`src/rtl/alu_cmd_sequencer.sv`:
```
// alu_cmd_sequencer
// Accepts one ALU command at a time and steps it through an external
// combinational ALU. It returns a single response, which is held until the
// consumer takes it.
//
// Ports
//   clk, rst            : clock and synchronous active-high reset
//   cmd_valid/cmd_ready : command handshake (ready only while idle)
//   cmd_op              : 000 ADD, 001 SUB, 010 AND, 011 OR, 100 XOR,
//                         101 ACC (repeated add), 110/111 illegal
//   cmd_a, cmd_b        : 64-bit operands
//   cmd_cnt             : extra ACC iterations (ACC runs cmd_cnt+1 adds)
//   alu_a, alu_b        : operands presented to the external ALU
//   alu_b_inv           : invert B with carry-in (subtract)
//   alu_sel1/alu_sel0   : 00 sum, 01 AND, 10 OR, 11 XOR
//   alu_out, alu_ov     : ALU result and carry/borrow flag
//   rsp_valid/rsp_ready : response handshake
//   rsp_data/ov/zero/err: response payload, stable while rsp_valid is high
module alu_cmd_sequencer (
  input  logic        clk,
  input  logic        rst,
  input  logic        cmd_valid,
  output logic        cmd_ready,
  input  logic [2:0]  cmd_op,
  input  logic [63:0] cmd_a,
  input  logic [63:0] cmd_b,
  input  logic [3:0]  cmd_cnt,
  output logic [63:0] alu_a,
  output logic [63:0] alu_b,
  output logic        alu_b_inv,
  output logic        alu_sel0,
  output logic        alu_sel1,
  input  logic [63:0] alu_out,
  input  logic        alu_ov,
  output logic        rsp_valid,
  input  logic        rsp_ready,
  output logic [63:0] rsp_data,
  output logic        rsp_ov,
  output logic        rsp_zero,
  output logic        rsp_err
);

  localparam logic [2:0] OpAdd = 3'b000;
  localparam logic [2:0] OpSub = 3'b001;
  localparam logic [2:0] OpAnd = 3'b010;
  localparam logic [2:0] OpOr  = 3'b011;
  localparam logic [2:0] OpXor = 3'b100;
  localparam logic [2:0] OpAcc = 3'b101;

  typedef enum logic [1:0] {
    IDLE,
    EXEC,
    RESP
  } state_t;

  state_t      state_q, state_d;
  logic [2:0]  op_q, op_d;
  logic [3:0]  cnt_q, cnt_d;
  logic [63:0] alu_a_q, alu_a_d;
  logic [63:0] alu_b_q, alu_b_d;
  logic [63:0] result_q, result_d;
  logic        ov_q, ov_d;
  logic        zero_q, zero_d;
  logic        err_q, err_d;
  logic        opLegal;

  assign opLegal = (cmd_op <= OpAcc);

  // The operand registers drive the ALU directly, so the ALU inputs hold their
  // last values whenever no command is executing. The payload registers are
  // only written in IDLE (accept) and EXEC, so they cannot move while a
  // response waits for rsp_ready.
  assign alu_a     = alu_a_q;
  assign alu_b     = alu_b_q;
  assign rsp_data  = result_q;
  assign rsp_ov    = ov_q;
  assign rsp_zero  = zero_q;
  assign rsp_err   = err_q;

  // State and datapath registers. Reset returns everything to zero and IDLE.
  // This abandons any command in flight and any response still pending.
  always_ff @(posedge clk) begin
    if (rst) begin
      state_q  <= IDLE;
      op_q     <= '0;
      cnt_q    <= '0;
      alu_a_q  <= '0;
      alu_b_q  <= '0;
      result_q <= '0;
      ov_q     <= 1'b0;
      zero_q   <= 1'b0;
      err_q    <= 1'b0;
    end else begin
      state_q  <= state_d;
      op_q     <= op_d;
      cnt_q    <= cnt_d;
      alu_a_q  <= alu_a_d;
      alu_b_q  <= alu_b_d;
      result_q <= result_d;
      ov_q     <= ov_d;
      zero_q   <= zero_d;
      err_q    <= err_d;
    end
  end

  // Next-state logic and ALU control decode.
  // In IDLE, an accepted command loads the operands. An illegal op skips
  // EXEC and produces an error response immediately.
  // Each EXEC cycle captures the ALU result and ORs alu_ov into the sticky
  // flag. For ACC, the result is also fed back into alu_a while iterations
  // remain; cnt_q counts the adds still outstanding after the current one.
  always_comb begin
    state_d   = state_q;
    op_d      = op_q;
    cnt_d     = cnt_q;
    alu_a_d   = alu_a_q;
    alu_b_d   = alu_b_q;
    result_d  = result_q;
    ov_d      = ov_q;
    zero_d    = zero_q;
    err_d     = err_q;
    cmd_ready = 1'b0;
    rsp_valid = 1'b0;
    alu_b_inv = 1'b0;
    alu_sel0  = 1'b0;
    alu_sel1  = 1'b0;

    case (state_q)
      IDLE: begin
        cmd_ready = 1'b1;
        if (cmd_valid) begin
          op_d  = cmd_op;
          cnt_d = cmd_cnt;
          ov_d  = 1'b0;
          if (opLegal) begin
            alu_a_d = cmd_a;
            alu_b_d = cmd_b;
            err_d   = 1'b0;
            state_d = EXEC;
          end else begin
            result_d = '0;
            zero_d   = 1'b1;
            err_d    = 1'b1;
            state_d  = RESP;
          end
        end
      end

      EXEC: begin
        case (op_q)
          OpSub:   alu_b_inv = 1'b1;
          OpAnd:   alu_sel0  = 1'b1;
          OpOr:    alu_sel1  = 1'b1;
          OpXor: begin
            alu_sel0 = 1'b1;
            alu_sel1 = 1'b1;
          end
          default: begin
          end
        endcase

        result_d = alu_out;
        ov_d     = ov_q | alu_ov;
        zero_d   = (alu_out == 64'd0);

        if ((op_q == OpAcc) && (cnt_q != 4'd0)) begin
          cnt_d   = cnt_q - 4'd1;
          alu_a_d = alu_out;
        end else begin
          state_d = RESP;
        end
      end

      RESP: begin
        rsp_valid = 1'b1;
        if (rsp_ready) begin
          state_d = IDLE;
        end
      end

      default: state_d = IDLE;
    endcase
  end

  // OpAdd is listed only for completeness; it decodes to the default controls.
  logic unusedOpAdd;
  assign unusedOpAdd = (op_q == OpAdd);

endmodule

```
`config.mk`:
```
export PLATFORM = sky130hd
export DESIGN_NAME = alu_cmd_sequencer
export DESIGN_NICKNAME = d
export VERILOG_FILES = /design/src/rtl/alu_cmd_sequencer.sv
export SDC_FILE = /design/constraint.sdc
export NUM_CORES = 1
export LEC_CHECK = 0
export CORE_ASPECT_RATIO = 0.75
export CORE_MARGIN = 10
export CORE_UTILIZATION = 40
export CTS_CLUSTER_SIZE = 8
export DETAILED_ROUTE_END_ITERATION = 8
export PLACE_DENSITY = 0.89
export SLEW_MARGIN = 10
export SYNTH_ARGS = -nofsm -noshare
export SYNTH_HDL_FRONTEND = slang
export SYNTH_SLANG_ARGS = --single-unit
```
`constraint.sdc`:
```
create_clock -name clk -period 2.5 [get_ports clk]
set_clock_uncertainty 0.1 [all_clocks]
set_input_delay 0.5 -clock clk [delete_from_list [all_inputs] [get_ports clk]]
set_output_delay 0.5 -clock clk [all_outputs]
set_load 0.01 [all_outputs]
```
Word-level counts from Yosys, hierarchy flattened
Cells that the tools add are included.
Widths: inputs -> output; s select.
{ "totals": {"regBits": 204, "latchBits": 0, "ram_bits": 0, "mem_bits_ro": 0, "inputBits": 204, "out_inout_bits": 200, "elab_cells": 68, "mem_count": 0} }
{ "op_classes": {"addsub": 1, "mul": 0, "n_div": 0, "magnitude_cmp": 1, "n_eq_ne": 13, "shifts": 0, "mux": 29, "bitwise_logic": 1, "reduce_logical": 14} }
{ "ops": {"columns": ["cell", "n"], "rows": [
  ["$mux 64", 5],
  ["$pmux 64 s2", 2],
  ["$logic_not 64->1", 1],
  ["$mux 1", 12],
  ["$ne 2x2->1 const B", 6],
  ["$reduce_and 3->1", 4],
  ["$mux 2", 4],
  ["$mux 4", 2],
  ["$pmux 4 s2", 1],
  ["$eq 3x2->1 const B", 2],
  ["$eq 3x3->1 const B", 2],
  ["$pmux 2 s3", 1],
  ["$pmux 1 s2", 2],
  ["$reduce_and 2->1", 2],
  ["$reduce_and 4->1", 1],
  ["$reduce_bool 4->1", 1],
  ["$reduce_or 2->1", 2],
  ["$sub 4x1->4 const B", 1],
  ["$eq 3x1->1 const B", 1],
  ["$le 3x3->1 const B", 1],
  ["$eq 2x1->1 const B", 1],
  ["$eq 2x2->1 const B", 1],
  ["$logic_not 2->1", 1],
  ["$reduce_bool 2->1", 1],
  ["other kinds (2)", 2]
]} }

Longest topological paths before layout
{ "logic_depth": {"word_depth": 4, "mapped_depth": 8, "mapped_depth_nobuf": 6} }

Least setup slack after synthesis
No wires, ideal clock.
{ "synth_path": {"path_type": "input to register", "from": "input port cmd_valid", "to": "register alu_a_q[32], in the netlist alu_a[32]", "setup_time_ns": 0.142, "arrival_ns": 1.626, "required_time_ns": 2.258, "path_slack_ns": 0.632, "stages": 6, "path_buffers": 3, "path_cell_list": "or3b_1 > buf_2 > o32ai_4 > buf_6 > buf_2 > a311oi_2"} }
{ "synth_via": {"elab_chain_len": 2} }
{ "synth_lines": {"columns": ["element", "line", "source"], "rows": [
  ["start, declared", "22", "input logic cmd_valid,"],
  ["$ne 2x2->1 (no source line)", null, null],
  ["$reduce_and 4->1 (no source line)", null, null],
  ["end signal, assigned", "97", "alu_a_q <= alu_a_d;"],
  ["end, declared", "59", "logic [63:0] alu_a_q, alu_a_d;"]
]} }
No other way between the ends.
A chain may end at the register's enable or synchronous reset.

Worst setup path in the final report
{ "layout_path": {"from": "register state_q[1]", "to": "output port cmd_ready"} }
{ "layout_via": {"elab_chain_len": 2} }
{ "layout_lines": {"columns": ["element", "line", "source"], "rows": [
  ["start, declared", "56", "state_t state_q, state_d;"],
  ["start signal, assigned", "94", "state_q <= state_d;"],
  ["$logic_not 2->1", "128", "case (state_q)"],
  ["$mux 1", "128", null],
  ["end, declared", "23", "output logic cmd_ready,"]
]} }
No other way between the ends.

==> impl_metrics.csv <==
group,metric,value,unit
outcome,status,"finished, final reports clean",
floorplan,core,19300,sq um
grt,use_met3,9.69,%
pwr,p_leak,0.00477,uW
grt,grt_pass1_wl,49400,um
drt,first_pass_iters,5,
synth,synth_area,7790,sq um
drt,ant_nets,0,
drt,wl_per_cell,20.6,um
grt,use_met1,25.4,%
grt,grt_pass1_vias,8519,
hold_path,hp-class,"input port to register",
grt,track_usage,24.0,%
synth,synth-async-reset-ratio,0,%
grt,grt_max_degree,71,
setup_path,rr_endpoint,"alu_a[22]",
layout,fillers,1428,
synth,synth_fp_nets,1148,
clocking,cts_sinks,204,
place,place_area,12200,sq um
setup_path,cp-start-kind,"register",
drt,vias,8494,
setup_path,cpMaxStageDelayCell,"clkdlybuf4s50_1",
place,place.gp.congestion,0.882,
drt,remaining_drc_errors,0,
sta,slew_headroom,43.4,%
run,maxCapViolations,0,
sta,final-max-slew-violation-count,0,
setup_path,setup.worst_path.class,"register to primary output",
clocking,insertion_delay,0.52,ns
place,dp_slack,-0.217,ns
clocking,cts_htree_levels,1,
hold_path,hold_path_depth,2,
floorplan,initial_utilization,40.5,%
grt,use_met2,42.4,%
floorplan,die_y,141,um
floorplan,fp.dieArea,25500,sq um
hold_path,min_delay_worst_endpoint,"rsp_data[42]",
setup_path,rrSetupSlack,0.30,ns
setup_path,max_stage_delay,0.58,ns
setup_path,reg2reg_depth,9,
sta,tightest_slew,0.849,ns
pwr,power.density,709,nW/um^2
grt,antenna_found_initial,1,
layout,final_core_util,67.4,%
synth,yosys_warnings,0,
floorplan,ios,404,
drt,routed_wl,32800,um
sta,fmax,0.427,GHz
sta,rsz0062_at_grt,"false",
sta,setup_slack,0.157,ns
synth,ys.flop_type,"dfxtp_1",
setup_path,crit_fanout,8,
synth,ys_ff_latch,204,
setup_path,arrival,1.74,ns
clocking,cts.path.max_buffers,3,
synth,syn_inst,943,
synth,synth-edff-count,0,
grt,grt.busiest_layer,"met2",
sta,final-hold-violation-count,0,
floorplan,rows,44,
sta,period_share,93.7,%
grt,grt_overflow,0,
layout,fin_nets,1545,
pwr,peakVddDrop,0.668,mV
place,io_buffers,403,
setup_path,cp.required,1.90,ns
clocking,clock-root-buffer,"clkbuf_16",
synth,ys_seq_area_share,52.4,%
clocking,clk_pin_slew_worst_paths,0.05,ns
clocking,cts_tree,"done",
sta,final.min_clock_period,2.34,ns
setup_path,regToRegStartpoint,"cnt_q[0]",
clocking,cts-buffers-inserted,29,
place,dp_hpwl,24100,um
layout,final_area,13000,sq um
floorplan,die_w,181,um
setup_path,cp_cell_sequence,"buf_4, nor2_1, clkdlybuf4s50_1",
sta,finalSetupViolCount,0,
layout,drive_above_1_share,7.91,%
clocking,postCtsSetupRepairBufs,0,
synth,synth_cell_types,39,
synth,avgSynthCellArea,8.27,sq um
hold_path,hp-start,"rst",
drt,via_per_inst,5.33,
layout,area_growth,66.5,%
drt,drt_iter0_markers,556,
setup_path,cp-end-kind,"primary output",
==> worst max-delay path by stage <==
| stage | slack, ns | startpoint | end |
|---|---|---|---|
| after global routing | 0.08 | state_q[1] | cmd_ready |
| after floorplan | 0.63 | cmd_valid | alu_a[32] |
| after CTS | 0.08 | state_q[1] | rsp_valid |
| final | 0.16 | state_q[1] | cmd_ready |
| after detailed placement | -0.22 | alu_out[10] | rsp_zero |
| after global placement | -0.22 | alu_out[10] | rsp_zero |
==> synth_stat cells (all sizes together), types with 3 or more instances <==
cell / n / area (sq um)
nand2b: 3 / 18.8
nor2b: 3 / 18.8
nand4: 4 / 25.0
nand2: 325 / 1220
nor3: 5 / 25.0
inv: 4 / 15.0
buf: 22 / 156
a21oi: 135 / 676
dfxtp: 204 / 4080
clkbuf: 53 / 199
nor4: 16 / 100
a311oi: 64 / 729
nor2: 77 / 289
==> timing repair <==
| action | 4_1_cts | 5_1_grt |
|---|---|---|
| endpoints found under the setup margin | 3 | 2 |
| gates resized for setup | 5 | 2 |
| hold buffers | 0 | 0 |
| cloned | 0 | 0 |
==> cell type report <==
class,instances,area [sq um],share of cell area (%)
clock buffers,29,726,5.59
multi-input cells,660,3370,25.9
diodes,1,2.50,0.0193
clock inverters,2,38.8,0.299
repair buffers,441,4430,34.1
inverters,4,15.0,0.116
well taps,253,317,2.44
flip-flops and latches,204,4090,31.5
==> per-layer routing <==
| metal | vias up | wire (um) | share of wire (%) |
|---|---|---|---|
| li1 | 3994 | - | - |
| met1 | 3975 | 11800 | 36 |
| met2 | 452 | 16200 | 49 |
| met3 | 73 | 3670 | 11 |
| met4 | 0 | 1220 | 3.7 |
| met5 | - | 0 | 0 |
==> worst max-delay path: cells and delay by family, from the launching register on <==
family	cells	cell delay, ns
and+or+nand+nor	1	0.15
buffers and inverters	2	0.75
DFF	1	0.32
==> state kept, by name (all words and copies together) (netlist names) <==
register  count
alu_a        64
alu_b        64
rsp_data     64
cnt_q         4
op_q          3
state_q       2
rsp_err       1
rsp_ov        1
rsp_zero      1
==> cells in the final DEF, fill, tap and decap left out, types with 3 or more instances in the layout <==
cell type	netlist	routed
nor2_1	77	76
a311oi_1	37	37
inv_1	4	4
nor3_1	5	5
nand2_1	325	324
nand4_1	4	4
dfxtp_1	204	202
dlygate4sd2_1	0	3
clkdlybuf4s50_1	0	398
a311oi_2	27	27
clkbuf_16	0	29
buf_12	0	9
nor4_1	16	16
a21oi_1	135	135
buf_4	1	29
==> power by group <==
group	switching (uW)	leakage (uW)	total (uW)	internal (uW)
Sequential	153	0.00167	3690	3530
Clock	1330	0.000376	3450	2120
Combinational	1010	0.00272	2070	1060
Total	2490	0.00477	9210	6710
==> metrics by stage <==
step / power [uW] / hold slack, ns / std cells / TNS [ns]
floorplan: 4620 / 0.341 / 943 / 0
detailed placement: 5800 / 0.346 / 1562 / -0.509
global route: 9580 / 0.279 / 1594 / 0
CTS: 9280 / 0.253 / 1593 / 0
finish: 9210 / 0.269 / 1594 / 0
global placement: 5740 / 0.340 / 1562 / -0.218
==> cell families (layout without fill, tap and decap cells) <==
group	Yosys count	count (layout)	synth area share (%)
other cells	0	1	0
flops	204	204	52.4
fa+ha+maj	1	1	0.160
mux	2	2	0.257
simple gates	445	445	22.9
buf+inv	79	476	4.75
compound gates	211	211	19.5
xor+xnor	1	1	0.112
(Power assumes the default switching activity.)
